$ cat config.mk
export PLATFORM = sky130hd
export DESIGN_NAME = mem_port_arbiter
export DESIGN_NICKNAME = d
export VERILOG_FILES = /design/src/rtl/mem_port_arbiter.sv
export SDC_FILE = /design/constraint.sdc
export NUM_CORES = 1
export LEC_CHECK = 0
export BUFFER_PORTS_ARGS = -buffer_cell sky130_fd_sc_hd__buf_2
export CAP_MARGIN = 5
export CORE_MARGIN = 2
export CORE_UTILIZATION = 47
export DETAILED_ROUTE_END_ITERATION = 12
export MAX_ROUTING_LAYER = met4
export PLACE_DENSITY = 0.79
export SYNTH_ARGS = -nofsm -noshare
export SYNTH_HDL_FRONTEND = slang
export SYNTH_SLANG_ARGS = --single-unit
$ cat constraint.sdc
create_clock -name clk -period 2.5 [get_ports clk]
set_input_delay 0.125 -clock clk [delete_from_list [all_inputs] [get_ports clk]]
set_output_delay 0.125 -clock clk [all_outputs]
set_load 0.05 [all_outputs]
$ cat src/rtl/mem_port_arbiter.sv
// Arbitrates a single-ported unified memory between instruction fetch and MEM-stage data.
// Data accesses win by default; a streak counter forces a fetch grant after STARVE_MAX data wins.
module mem_port_arbiter #(
    parameter int ADDR_W     = 16,
    parameter int DATA_W     = 16,
    parameter int STARVE_MAX = 3
) (
    input  logic              clk,
    input  logic              reset,
    input  logic              if_req,
    input  logic [ADDR_W-1:0] if_addr,
    input  logic              if_kill,
    output logic [DATA_W-1:0] if_rdata,
    output logic              if_ready,
    input  logic              d_req,
    input  logic              d_we,
    input  logic [ADDR_W-1:0] d_addr,
    input  logic [DATA_W-1:0] d_wdata,
    output logic [DATA_W-1:0] d_rdata,
    output logic              d_ready,
    output logic              mem_req,
    output logic              mem_we,
    output logic [ADDR_W-1:0] mem_addr,
    output logic [DATA_W-1:0] mem_wdata,
    input  logic [DATA_W-1:0] mem_rdata,
    input  logic              mem_ack,
    output logic              stall_if,
    output logic              stall_mem,
    output logic              busy
);

    localparam logic [1:0] S_IDLE = 2'd0;
    localparam logic [1:0] S_BUSY = 2'd1;
    localparam logic [1:0] S_RESP = 2'd2;

    logic [1:0]        state_q, state_d;
    logic              owner_if_q, owner_if_d;
    logic              kill_q, kill_d;
    logic [3:0]        d_streak_q, d_streak_d;
    logic              mem_req_q, mem_req_d;
    logic              mem_we_q, mem_we_d;
    logic [ADDR_W-1:0] mem_addr_q, mem_addr_d;
    logic [DATA_W-1:0] mem_wdata_q, mem_wdata_d;
    logic              if_ready_q, if_ready_d;
    logic              d_ready_q, d_ready_d;
    logic [DATA_W-1:0] if_rdata_q, if_rdata_d;
    logic [DATA_W-1:0] d_rdata_q, d_rdata_d;

    logic grant_if;
    logic killed;

    assign grant_if = if_req & (~d_req | (d_streak_q == 4'(STARVE_MAX)));
    // A kill arriving in the same cycle as the ack still suppresses the response.
    assign killed   = kill_q | if_kill;

    always_comb begin
        state_d     = state_q;
        owner_if_d  = owner_if_q;
        kill_d      = kill_q;
        d_streak_d  = d_streak_q;
        mem_req_d   = mem_req_q;
        mem_we_d    = mem_we_q;
        mem_addr_d  = mem_addr_q;
        mem_wdata_d = mem_wdata_q;
        if_ready_d  = 1'b0;
        d_ready_d   = 1'b0;
        if_rdata_d  = if_rdata_q;
        d_rdata_d   = d_rdata_q;
        case (state_q)
            S_IDLE: begin
                kill_d = 1'b0;
                if (if_req || d_req) begin
                    state_d    = S_BUSY;
                    mem_req_d  = 1'b1;
                    owner_if_d = grant_if;
                    if (grant_if) begin
                        mem_addr_d  = if_addr;
                        mem_we_d    = 1'b0;
                        mem_wdata_d = '0;
                        d_streak_d  = '0;
                    end else begin
                        mem_addr_d  = d_addr;
                        mem_we_d    = d_we;
                        mem_wdata_d = d_wdata;
                        if (!if_req)
                            d_streak_d = '0;
                        else if (d_streak_q != 4'hF)
                            d_streak_d = d_streak_q + 4'd1;
                    end
                end
            end
            S_BUSY: begin
                if (owner_if_q && if_kill)
                    kill_d = 1'b1;
                if (mem_ack) begin
                    state_d   = S_RESP;
                    mem_req_d = 1'b0;
                    mem_we_d  = 1'b0;
                    if (owner_if_q) begin
                        if (!killed) begin
                            if_ready_d = 1'b1;
                            if_rdata_d = mem_rdata;
                        end
                    end else begin
                        d_ready_d = 1'b1;
                        if (!mem_we_q)
                            d_rdata_d = mem_rdata;
                    end
                end
            end
            S_RESP: begin
                state_d = S_IDLE;
                kill_d  = 1'b0;
            end
            default: state_d = S_IDLE;
        endcase
    end

    always_ff @(posedge clk or posedge reset) begin
        if (reset) begin
            state_q     <= S_IDLE;
            owner_if_q  <= 1'b0;
            kill_q      <= 1'b0;
            d_streak_q  <= '0;
            mem_req_q   <= 1'b0;
            mem_we_q    <= 1'b0;
            mem_addr_q  <= '0;
            mem_wdata_q <= '0;
            if_ready_q  <= 1'b0;
            d_ready_q   <= 1'b0;
            if_rdata_q  <= '0;
            d_rdata_q   <= '0;
        end else begin
            state_q     <= state_d;
            owner_if_q  <= owner_if_d;
            kill_q      <= kill_d;
            d_streak_q  <= d_streak_d;
            mem_req_q   <= mem_req_d;
            mem_we_q    <= mem_we_d;
            mem_addr_q  <= mem_addr_d;
            mem_wdata_q <= mem_wdata_d;
            if_ready_q  <= if_ready_d;
            d_ready_q   <= d_ready_d;
            if_rdata_q  <= if_rdata_d;
            d_rdata_q   <= d_rdata_d;
        end
    end

    assign mem_req   = mem_req_q;
    assign mem_we    = mem_we_q;
    assign mem_addr  = mem_addr_q;
    assign mem_wdata = mem_wdata_q;
    assign if_ready  = if_ready_q;
    assign d_ready   = d_ready_q;
    assign if_rdata  = if_rdata_q;
    assign d_rdata   = d_rdata_q;
    assign stall_if  = if_req & ~if_ready_q;
    assign stall_mem = d_req & ~d_ready_q;
    assign busy      = (state_q != S_IDLE);

endmodule

Word-level counts from Yosys, hierarchy flattened
Index checks and enable logic that the tools add are counted.
W data, S select, Z words.
{"block": "totals", "in_bits": 71, "regBits": 76}
{"block": "classes", "eq_ne": 8, "reduce_logical": 14, "addsub": 1, "bitwise_logic": 11, "mux": 23}
{"op": "$mux W16", "count": 2}
{"op": "$mux W1", "count": 12}
{"op": "$mux W4", "count": 3}
{"op": "$reduce_and A4 Y1", "count": 2}
{"op": "$ne A2 B2 Y1 const B", "count": 3}
{"op": "$not A1 Y1", "count": 6}
{"op": "$pmux W1 S2", "count": 3}
{"op": "$reduce_and A2 Y1", "count": 3}
{"op": "$reduce_and A3 Y1", "count": 2}
{"op": "$reduce_bool A2 Y1", "count": 3}
{"op": "$add A4 B1 Y4 const B", "count": 1}
{"op": "$eq A4 B2 Y1 const B", "count": 1}
{"op": "$mux W2", "count": 2}
{"op": "$ne A4 B4 Y1 const B", "count": 1}
{"op": "$pmux W2 S2", "count": 1}
{"op": "$and A1 B1 Y1", "count": 3}
{"op": "$ne A3 B1 Y1 const B", "count": 1}
{"op": "$eq A2 B1 Y1 const B", "count": 1}
{"op": "$eq A2 B2 Y1 const B", "count": 1}
{"op": "$logic_not A2 Y1", "count": 1}
{"op": "$or A1 B1 Y1", "count": 2}
{"op": "$reduce_or A2 Y1", "count": 1}
{"op": "$logic_and A1 B1 Y1", "count": 1}
{"op": "$logic_or A1 B1 Y1", "count": 1}

Logic depth before layout (Yosys ltp)
Gate-level depths: netlist of run 1.
{"block": "depth", "depth_word": 6, "mapped_depth": 6, "depth_no_buf": 4}

Worst setup path before layout of run 1
Ideal clock, no wire load.
{"block": "synth_path", "path_type": "register to register", "startpoint": "reg mem_we_q, in the netlist mem_we", "endpoint": "reg d_rdata_q[0], in the netlist d_rdata[0]", "path_buffers": 1, "t_arrival_ns": 1.631, "slack_ns": 0.744, "stages_incl_launch_ff": 4, "setup_ns": 0.125, "path_cell_list": "dfrtp_1 > nor3_2 > buf_2 > mux2_2"}
{"block": "synth_between", "elab_chain_cells": 2}
{"element": "from (decl)", "line_no": "41", "source": "logic mem_we_q, mem_we_d;"}
{"element": "from (signal assigned)", "line_no": "139", "source": "mem_we_q <= mem_we_d;"}
{"element": "$not A1 Y1 (no source line)"}
{"element": "$reduce_and A4 Y1 (no source line)"}
{"element": "to (signal assigned)", "line_no": "145", "source": "d_rdata_q <= d_rdata_d;"}
{"element": "to (decl)", "line_no": "47", "source": "logic [DATA_W-1:0] d_rdata_q, d_rdata_d;"}
Every way passes these cells.
A chain may end at the register's enable or synchronous reset.

Worst setup path in the final report of run 1
{"block": "layout_path", "startpoint": "reg state_q[0]", "endpoint": "out busy"}
{"block": "layout_between", "elab_chain_cells": 1}
{"element": "from (decl)", "line_no": "36", "source": "logic [1:0] state_q, state_d;"}
{"element": "from (signal assigned)", "line_no": "134", "source": "state_q <= state_d;"}
{"element": "$reduce_bool A2 Y1", "line_no": "159", "source": "assign busy = (state_q != S_IDLE);"}
{"element": "to (decl)", "line_no": "29", "source": "output logic busy"}
Every way passes these cells.

==> results by group, run 1 <==
Worst setup path
  • Worst-path cell chain: nor2_2 -> buf_4 -> inv_1 -> buf_2
  • CP Class: reg2out
  • Req. time, crit path: 2.38 ns
  • WP buf/inv: 3
  • Slowest stage delay, CP: 0.44 ns
  • Cell at the slowest stage of the critical path: dfrtp_1
  • Crit path DAT: 1.83 ns
  • CP delay by family, top: buffers and inverters
  • CP Launch Type: flip-flop
  • Crit end category: output port
  • Crit path max fanout: 35

Placement
  • Place WS: 0.5142 ns
  • Post-DP Area: 4133 um^2
  • DP HPWL: 5425 um
  • Cell count after placement: 477
  • Port Buffer Count: 141
  • RePlAce Congestion: 0.8296

STA
  • Fin crit period: 1.952 ns
  • RSZ-0062 raised after global routing: no
  • Max transition margin: 0.5558
  • Fmax: 512.4 MHz
  • Post-route setup TNS: 0 ns
  • Final setup viols: 0
  • Final hold viol count: 0
  • Setup WS post-layout: 0.5485 ns
  • Slew Viols, Final: 0
  • Slew @ Worst Pin: 0.6655 ns
  • Clock Skew: 0.008021 ns
  • Period utilization: 0.7806

Pwr
  • Sw frac: 0.5078
  • Clock Power Share: 0.137
  • LEAKAGE: 2.278 nW
  • Flop pwr share: 0.312
  • Comb power frac: 0.552
  • P per Cell Area: 1552 nW/um^2
  • Worst vdd ir: 1.009 mV
  • Pint: 0.003312 W
  • Switching pwr: 0.003417 W

Route
  • DR DRC count: 0
  • Routed WL: 7856 um
  • DRT iter0 DRCs: 203
  • DRT antenna net count: 0
  • First-pass detailed-route iteration total: 4
  • Vias: 2,633
  • Mean routed wirelength per cell: 15.90 um
  • Via density: 5.330

Floorplanning
  • Num rows: 30
  • Die area: 7732 um^2
  • Placeable core area: 6794 um^2
  • Die boundary height: 87.93 um
  • Die Wd: 87.93 um
  • Starting density of the core: 0.4873
  • I/O pin cnt: 142

Cells and area
  • Area Overhead vs Synth: 30.95%
  • Commonest non-fill, non-tap cell in the layout: buf_2
  • Layout cell share with drive strength beyond 1: 0.5176
  • Commonest non-fill, non-tap cells in the layout: 141 x buf_2, 76 x dfrtp_1, 26 x mux2_2
  • Cell Count, Final, Fillers Out: 494
  • Cell area after layout: 4335 um^2
  • Final core utilization: 0.6381
  • Inserted Diodes: 0
  • Final Net Count: 465

Yosys
  • Dominant cells by area after synthesis: dfrtp_1 57%, mux2_2 8.8%, a221o_1 4.8%, and4_1 4.2%, o2bb2ai_1 4.2%
  • Yosys warning total: 0
  • Yosys reg bits: 76
  • Synth unique cells: 35
  • Register area share after synthesis: 0.5745
  • Synth Cell Area: 3311 um^2
  • Cell taking the most area after synthesis: dfrtp_1
  • Synthesized net count: 325
  • Synth Instances: 253
  • Synth top area share: 0.5745
  • Syn Area/Cell: 13.09 um^2

Global routing
  • Largest net degree at the start of global routing: 40
  • Global route overflow: 0
  • Global-route wire length before repair: 12,400 um
  • Vias in the first global route: 2,646
  • Initial antenna violation count: 0
  • Tot GR Track Use: 0.2165

Clock network
  • TritonCTS clock tree: done
  • CTS sink cnt: 76
  • Worst skew pair latency: 0.34 ns
  • Number of CTS-inserted buffers: 9
  • Clock Tree Root: clkbuf_8
  • Max Root-Sink Buffers: 2
  • Post-CTS sizing: 0
  • Clk pin slew, worst setup/hold paths: 0.08 ns
  • CTS H-tree depth: 3

Hold path
  • Hold Path Class: in2reg

Status
  • Run status: finished, final reports clean

Job
  • Total of max-cap violations: 0
-- layout make-up --
type / instances / area [um^2]
clock inverters: 6 / 65.06
fillers: 551 / 2459
repair buffers: 150 / 800.8
multi-input cells: 149 / 1292
well taps: 96 / 120.1
clock buffers: 10 / 127.6
inverters: 7 / 27.53
flip-flops and latches: 76 / 1902
-- power groups by stage --
| stage | logic (W) | registers [W] | clock network [W] |
|---|---|---|---|
| 2_1_floorplan | 0.00108 | 0.00388 | 0 |
| 3_3_place_gp | 0.00367 | 0.00210 | 0 |
| 3_5_place_dp | 0.00373 | 0.00211 | 0 |
| 4_1_cts | 0.00373 | 0.00210 | 0.000938 |
| 5_1_grt | 0.00391 | 0.00217 | 0.000997 |
| 6_report | 0.00371 | 0.00210 | 0.000919 |
-- kinds of logic after synthesis --
kind of cell | share of synthesized area
AND/OR/NAND/NOR | 0.1432
flip-flops | 0.5745
AO/OA/AOI/OAI | 0.1122
adder cells (fa/ha/maj) | 0.003779
buffers and inverters | 0.03704
multiplexers | 0.1293
-- per-stage QoR --
| stage | total power (W) | hold WS, ns |
|---|---|---|
| 6_report | 0.006729 | 0.01461 |
| 5_1_grt | 0.007080 | 0.005442 |
| 4_1_cts | 0.006769 | 0.007819 |
| 3_5_place_dp | 0.005839 | 0.2425 |
| 3_3_place_gp | 0.005762 | 0.2314 |
| 2_1_floorplan | 0.004961 | 0.2323 |
-- repair_timing --
action,CTS,global route
hold buffers,1,0
hold endpoints to repair,37,0
setup buffers,0,0
setup endpoints to repair,0,0
-- per-layer routing --
| layer | up-vias | part of all wire | global-route usage |
|---|---|---|---|
| met3 | 8 | 0.088 | 0.05184 |
| li1 | 1234 | - | - |
| met4 | 0 | 0.010 | 0.08531 |
| met2 | 127 | 0.45 | 0.3368 |
| met1 | 1264 | 0.45 | 0.2744 |
| met5 | - | 0 | - |
-- synthesized netlist by cell type --
library cell,instances
o211a_1,2
mux2_2,26
and3b_1,1
or2_2,1
and3_1,17
o2bb2ai_1,16
a31o_2,1
a221o_1,16
nand4_1,2
buf_1,1
a31oi_1,1
o21ai_0,2
nor3_2,1
nand2_1,5
nor2_1,3
nor3_1,1
and2_1,1
nor2b_1,1
ha_1,1
mux2_4,9
and4_1,16
inv_1,7
buf_2,2
o21ai_1,1
nand2b_1,1
or4b_1,1
o22ai_1,1
clkbuf_1,16
nand3_1,16
nand3b_4,1
dfrtp_1,76
nor3b_1,2
nand4bb_1,1
buf_6,2
o21a_1,2
-- final timing paths --
| path | start | end | slack [ns] | cells after the start |
|---|---|---|---|---|
| max | state_q[0] | busy | 0.55 | 4 |
| min | d_wdata[0] | mem_wdata[0] | 0.01 | 3 |
| max reg2reg | d_streak_q[0] | mem_addr[3] | 0.64 | 5 |
| min reg2reg | mem_wdata[0] | mem_wdata[0] | 0.49 | 1 |
| max in group asynchronous | reset | d_rdata[7] | 1.46 | 4 |
| min in group asynchronous | reset | if_rdata[12] | 0.42 | 3 |
-- sequential cells by signal, indices dropped and copies added (netlist names) --
name        cells
d_rdata        16
d_ready         1
d_streak_q      4
if_rdata       16
if_ready        1
kill_q          1
mem_addr       16
mem_req         1
mem_wdata      16
mem_we          1
owner_if_q      1
state_q         2
-- tightest hold or removal path: cells and delay by family --
| kind | cells | cell delay (ns) |
|---|---|---|
| buffers and inverters | 1 | 0.09 |
| and+or+nand+nor | 1 | 0.05 |
| AOI/OAI and AO/OA | 1 | 0.05 |
No activity file was read; power rests on OpenSTA's default activity.
==> run 2: changes to the inputs <==
Settings changed: CORE_UTILIZATION 47 to 43, PLACE_DENSITY 0.79 to 0.76.
Clock period 2.5 ns to 1.6 ns, I/O delays scaled along.
==> run 2 against run 1 <==
Effect of this change:
- utilization is 1.7 points higher
- combinational power rose by 67%
- flip-flop and latch count did not move
- hold slack worse by 0.0023 ns
- via count grew 8.5%
- largest cell class unchanged
- total power is 61% higher
- non-clock buffer count up 47
- the flow now finishes with violations (negative setup slack)
==> results by group, run 2 (synthesized netlist as in run 1, its figures left out) <==
Status
  • Run status: complete, but fails checks
  • Failing checks: negative setup slack

Job
  • Total of max-cap violations: 0 (unchanged)

Clock network
  • TritonCTS clock tree: done
  • CTS H-tree depth: 3 (unchanged)
  • Max Root-Sink Buffers: 2 (unchanged)
  • Number of CTS-inserted buffers: 9 (unchanged)
  • CTS sink cnt: 76 (unchanged)
  • Clock Tree Root: clkbuf_8
  • Worst skew pair latency: 0.34 ns (about the same)
  • Clk pin slew, worst setup/hold paths: 0.07 ns (about the same)

Worst setup path
  • CP delay by family, top: simple AND/OR/NAND/NOR gates
  • Slowest stage delay, CP: 0.50 ns (+0.06 ns)
  • CP Class: reg2reg
  • Req. time, crit path: 1.82 ns (-0.56 ns)
  • Cell at the slowest stage of the critical path: or4b_4
  • WP depth: 4 (unchanged)
  • Crit path DAT: 1.85 ns (+0.02 ns)
  • CP Launch Type: flip-flop
  • Cells on worst reg2reg path: 4 (-1)
  • WP buf/inv: 1 (-2)
  • Crit end category: flip-flop
  • Crit path max fanout: 17 (-51%)
  • Worst-path cell chain: nand3b_4 -> or4b_4 -> buf_12 -> mux2_4

STA
  • RSZ-0062 raised after global routing: yes
  • Clock Skew: 0.006811 ns (-0.001211 ns)
  • Final hold viol count: 0 (unchanged)
  • Setup WS post-layout: -0.02321 ns (-0.5717 ns)
  • Slew Viols, Final: 0 (unchanged)
  • Slew @ Worst Pin: 0.4244 ns (-0.2411 ns)
  • Fin crit period: 1.623 ns
  • Fmax: 616.1 MHz
  • Max transition margin: 0.7170 (+0.1613)
  • Period utilization: 1.015
  • Post-route setup TNS: -0.1965 ns (-0.1965 ns)
  • Final setup viols: 10 (+10)

Global routing
  • Tot GR Track Use: 0.2212 (+0.004739)
  • Vias in the first global route: 2,986 (+13%)
  • Global route overflow: 0 (unchanged)
  • Initial antenna violation count: 0 (unchanged)
  • Largest net degree at the start of global routing: 77 (+93%)
  • Global-route wire length before repair: 14,460 um (+17%)

Pwr
  • LEAKAGE: 2.485 nW (+9.1%)
  • P per Cell Area: 2242 nW/um^2 (+44%)
  • Worst vdd ir: 1.341 mV (+33%)

Hold path
  • Hold Crit Depth: 3 (unchanged)
  • Hold Path Class: in2reg

Floorplanning
  • Die boundary height: 91.75 um (+4.3%)
  • Num rows: 31 (+3.3%)
  • Placeable core area: 7370 um^2 (+8.5%)
  • Starting density of the core: 0.4492 (-0.03806)
  • I/O pin cnt: 142 (unchanged)
  • Die area: 8417 um^2 (+8.9%)
  • Die Wd: 91.75 um (+4.3%)

Route
  • DR DRC count: 0 (unchanged)
  • First-pass detailed-route iteration total: 4 (unchanged)
  • Routed WL: 9040 um (+15%)
  • DRT antenna net count: 0 (unchanged)
  • Via density: 5.273 (-1.1%)
  • DRT iter0 DRCs: 150 (-26%)
  • Vias: 2,858 (+8.5%)
  • Mean routed wirelength per cell: 16.68 um (+4.9%)

Cells and area
  • Final Net Count: 512 (+10%)
  • Number of fill cells: 596 (+8.2%)
  • Area Overhead vs Synth: 45.88%
  • Commonest non-fill, non-tap cell in the layout: buf_2
  • Layout cell share with drive strength beyond 1: 0.5034 (-0.01420)
  • Final core utilization: 0.6553 (+0.01723)
  • Inserted Diodes: 0 (unchanged)
  • Commonest non-fill, non-tap cells in the layout: 142 x buf_2, 75 x dfrtp_1, 33 x dlygate4sd3_1

Placement
  • RePlAce Congestion: 0.7631 (-8.0%)
  • DP HPWL: 5879 um (+8.4%)
  • Port Buffer Count: 141 (unchanged)
==> run 2: cell types whose count changed in the layout (fill, tap and decap cells not counted), sizes merged <==
cell	before	now
clkbuf	10	11
clkinv	5	2
buf	149	164
dlygate4sd3	1	33
==> run 2: worst reg2reg max path, cell delays in order (launching register included) <==
cell	delay (ns)
dfrtp_1	0.38
nand3b_4	0.15
or4b_4	0.50
buf_12	0.18
mux2_4	0.31
==> run 2: power by group <==
part | switching (W) | internal [W] | leakage [nW] | total, W
Sequential | 0.000470 | 0.00279 | 0.948 | 0.00326
Combinational | 0.00428 | 0.00193 | 1.45 | 0.00621
Clock | 0.000660 | 0.000701 | 0.0890 | 0.00136
==> run 2: path summary, 6_finish.rpt <==
kind | start | to | slack [ns]
worst max-delay path | state_q[1] | if_rdata[15] | -0.02
worst min-delay path | d_we | mem_we | 0.01
worst max register to register | state_q[1] | if_rdata[15] | -0.02
worst min register to register | mem_wdata[12] | mem_wdata[12] | 0.49
max in group asynchronous | reset | mem_we | 0.84
min in group asynchronous | reset | mem_wdata[14] | 0.40
==> run 2: cell type report <==
class                   count  area, um^2  area share
inverters                   7       30.03    0.006218
clock inverters             3       40.04    0.008290
multi-input cells         149        1329      0.2751
clock buffers              11       131.4     0.02720
flip-flops and latches     76        1903      0.3940
well taps                  99       123.9     0.02565
repair buffers            197        1272      0.2635
==> run 2: stage by stage <==
step	total power [W]	hold slack (ns)	instance area (um^2)	std cells	setup WS [ns]
after floorplan	0.007773	0.1873	3327	253	-0.1459
after global placement	0.009242	0.2242	4274	493	-0.04238
after detailed placement	0.009375	0.2331	4274	493	-0.05031
after CTS	0.01085	0.001197	4792	540	-0.02209
after global routing	0.01135	0.01363	4830	542	-0.06191
final	0.01083	0.01233	4830	542	-0.02321
==> run 2: metal layers <==
layer / vias to the layer above / share of wire / track usage
met5: - / 0 / -
met4: 0 / 0.018 / 0.07960
met3: 16 / 0.070 / 0.04273
met2: 130 / 0.49 / 0.3560
met1: 1381 / 0.43 / 0.2811
li1: 1331 / - / -
==> run 2: timing repair <==
item,in CTS,in global routing
pin swaps,0,2
setup endpoints to repair,16,32
buffers inserted,0,1
hold buffers,33,0
resized for setup,4,4
cloned,0,1
endpoints found under the hold margin,124,0
==> run 3: changes to the inputs <==
Settings changed: CORE_UTILIZATION 43 to 49, PLACE_DENSITY 0.76 to 0.82.
Clock period 1.6 ns to 1.95 ns, I/O delays scaled along.
==> run 3 against run 2 <==
Effect of this change:
- the run now ends clean
- first-iteration DRC count fell by 17%
- sequential power decreased by 17%
- final cell count fell by 6.5%
- flip-flop and latch count is the same
==> results by group, run 3 (synthesized netlist as in run 1, its figures left out) <==
Placement
  • DP HPWL: 5688 um (-3.2%)
  • Port Buffer Count: 141 (unchanged)
  • Cell count after placement: 462 (-6.3%)
  • RePlAce Congestion: 0.8017 (+5.1%)

Route
  • Via density: 5.649 (+7.1%)
  • Routed WL: 8802 um (-2.6%)
  • Mean routed wirelength per cell: 17.36 um (+4.1%)
  • DR DRC count: 0 (unchanged)
  • DRT antenna net count: 0 (unchanged)
  • First-pass detailed-route iteration total: 4 (unchanged)
  • Vias: 2,864 (+0.21%)
  • DRT iter0 DRCs: 124 (-17%)

Hold path
  • HP Start: d_wdata[13]
  • Hold Crit Depth: 3 (unchanged)
  • Hold Path End: mem_wdata[13]
  • Hold Path Class: in2reg

Clock network
  • Worst skew pair latency: 0.34 ns (about the same)
  • Number of CTS-inserted buffers: 9 (unchanged)
  • Post-CTS sizing: 0 (-4)
  • CTS H-tree depth: 3 (unchanged)
  • Clock Tree Root: clkbuf_8
  • Max Root-Sink Buffers: 2 (unchanged)
  • CTS sink cnt: 76 (unchanged)
  • TritonCTS clock tree: done
  • Setup bufs post-CTS: 0 (unchanged)
  • Hold_buf cts: 26 (-21%)
  • Clk pin slew, worst setup/hold paths: 0.08 ns (about the same)

STA
  • Clock Skew: 0.006062 ns (-0.0007489 ns)
  • Hold slack final: 0.01158 ns (-0.0007505 ns)
  • Post-route setup TNS: 0 ns (+0.1965 ns)
  • Fmax: 554.9 MHz (-9.9%)
  • Max transition margin: 0.4297 (-0.2874)
  • Final hold viol count: 0 (unchanged)
  • RSZ-0062 raised after global routing: no
  • Period utilization: 0.9242 (-0.09033)
  • Final setup viols: 0 (-10)
  • Fin crit period: 1.802 ns (+0.1789 ns)
  • Slew @ Worst Pin: 0.8553 ns (+0.4309 ns)
  • Slew Viols, Final: 0 (unchanged)

Worst setup path
  • Cell at the slowest stage of the critical path: or4b_1
  • CP Class: reg2reg
  • Crit path max fanout: 17 (unchanged)
  • Crit end category: flip-flop
  • Cells on worst reg2reg path: 4 (unchanged)
  • Worst-path cell chain: nand3b_4 -> or4b_1 -> buf_4 -> mux2_4
  • FF-to-FF End: if_rdata[15]
  • R2r setup slk: 0.15 ns (+0.17 ns)
  • Crit path DAT: 2.03 ns (+0.18 ns)
  • Slowest stage delay, CP: 0.49 ns (about the same)
  • Req. time, crit path: 2.17 ns (+0.35 ns)
  • RR Startpoint: state_q[1]
  • CP Launch Type: flip-flop

Cells and area
  • Cell Count, Final, Fillers Out: 507 (-6.5%)
  • Area Overhead vs Synth: 40.17%
  • Layout cell share with drive strength beyond 1: 0.4918 (-0.01154)
  • Commonest non-fill, non-tap cells in the layout: 141 x buf_2, 76 x dfrtp_1, 28 x dlygate4sd3_1
  • Final Net Count: 496 (-3.1%)
  • Commonest non-fill, non-tap cell in the layout: buf_2

Floorplanning
  • I/O pin cnt: 142 (unchanged)
  • Die boundary height: 86.20 um (-6.0%)
  • Die Wd: 86.20 um (-6.0%)
  • Placeable core area: 6459 um^2 (-12%)
  • Num rows: 29 (-6.5%)
  • Die area: 7430 um^2 (-12%)
  • Starting density of the core: 0.5126 (+0.06336)

Global routing
  • Global-route wire length before repair: 14,120 um (-2.3%)
  • Vias in the first global route: 2,914 (-2.4%)
  • Largest net degree at the start of global routing: 36 (-53%)
  • Tot GR Track Use: 0.2501 (+0.02887)
  • Global route overflow: 0 (unchanged)
  • Initial antenna violation count: 0 (unchanged)

Pwr
  • LEAKAGE: 2.419 nW (-2.7%)
  • Worst vdd ir: 1.524 mV (+14%)
  • Total Power: 0.008905 W (-18%)
  • P per Cell Area: 1919 nW/um^2 (-14%)

Status
  • Run status: finished, final reports clean

Job
  • Total of max-cap violations: 0 (unchanged)
run 3: changes by cell type in the layout (fill, tap and decap cells not counted), moves of 2 or more:
cell / change
buf_4: -5
dlygate4sd3_1: -5
buf_12: -4
clkbuf_1: -2
run 3: layout make-up:
cell class,count,area (um^2)
sequential,76,1902
fill,471,1818
multi-input combinational,149,1297
timing repair buffer,181,1089
clock buffer,10,137.6
tap,77,96.34
clock inverter,6,86.33
inverter,7,30.03
antenna,1,2.502
run 3: stage by stage:
step                utilization  setup WS, ns  cell area (um^2)
detailed placement       0.6401        0.1649              4134
global route             0.7181       0.09575              4638
floorplan                     -        0.1941              3314
CTS                      0.7150        0.1355              4618
finish                   0.7185        0.1479              4641
global placement         0.6401        0.2120              4134
run 3: how the worst max path moves through the flow:
stage / start / end / cells past startpoint
4_1_cts: state_q[1] / if_rdata[15] / 4
2_1_floorplan: mem_we / d_rdata[0] / 3
3_3_place_gp: state_q[1] / if_rdata[5] / 4
5_1_grt: state_q[1] / if_rdata[15] / 4
3_5_place_dp: state_q[1] / if_rdata[7] / 4
6_report: state_q[1] / if_rdata[15] / 4
run 3: per-layer routing:
metal | part of all wire | GRT usage | vias up
li1 | - | - | 1305
met1 | 0.42 | 0.3126 | 1388
met2 | 0.47 | 0.3961 | 152
met3 | 0.086 | 0.06000 | 19
met4 | 0.022 | 0.09943 | 0
met5 | 0 | - | -
run 3: report_power, final:
part | internal, W | switching (W)
Sequential | 0.00228 | 0.000416
Combinational | 0.00142 | 0.00344
Clock | 0.000756 | 0.000592
run 3: worst max-delay path, delay by kind of cell (launching register included):
kind / cells / cell delay (ns)
buffers and inverters: 1 / 0.24
flip-flops: 1 / 0.43
multiplexers: 1 / 0.32
AND/OR/NAND/NOR: 2 / 0.70
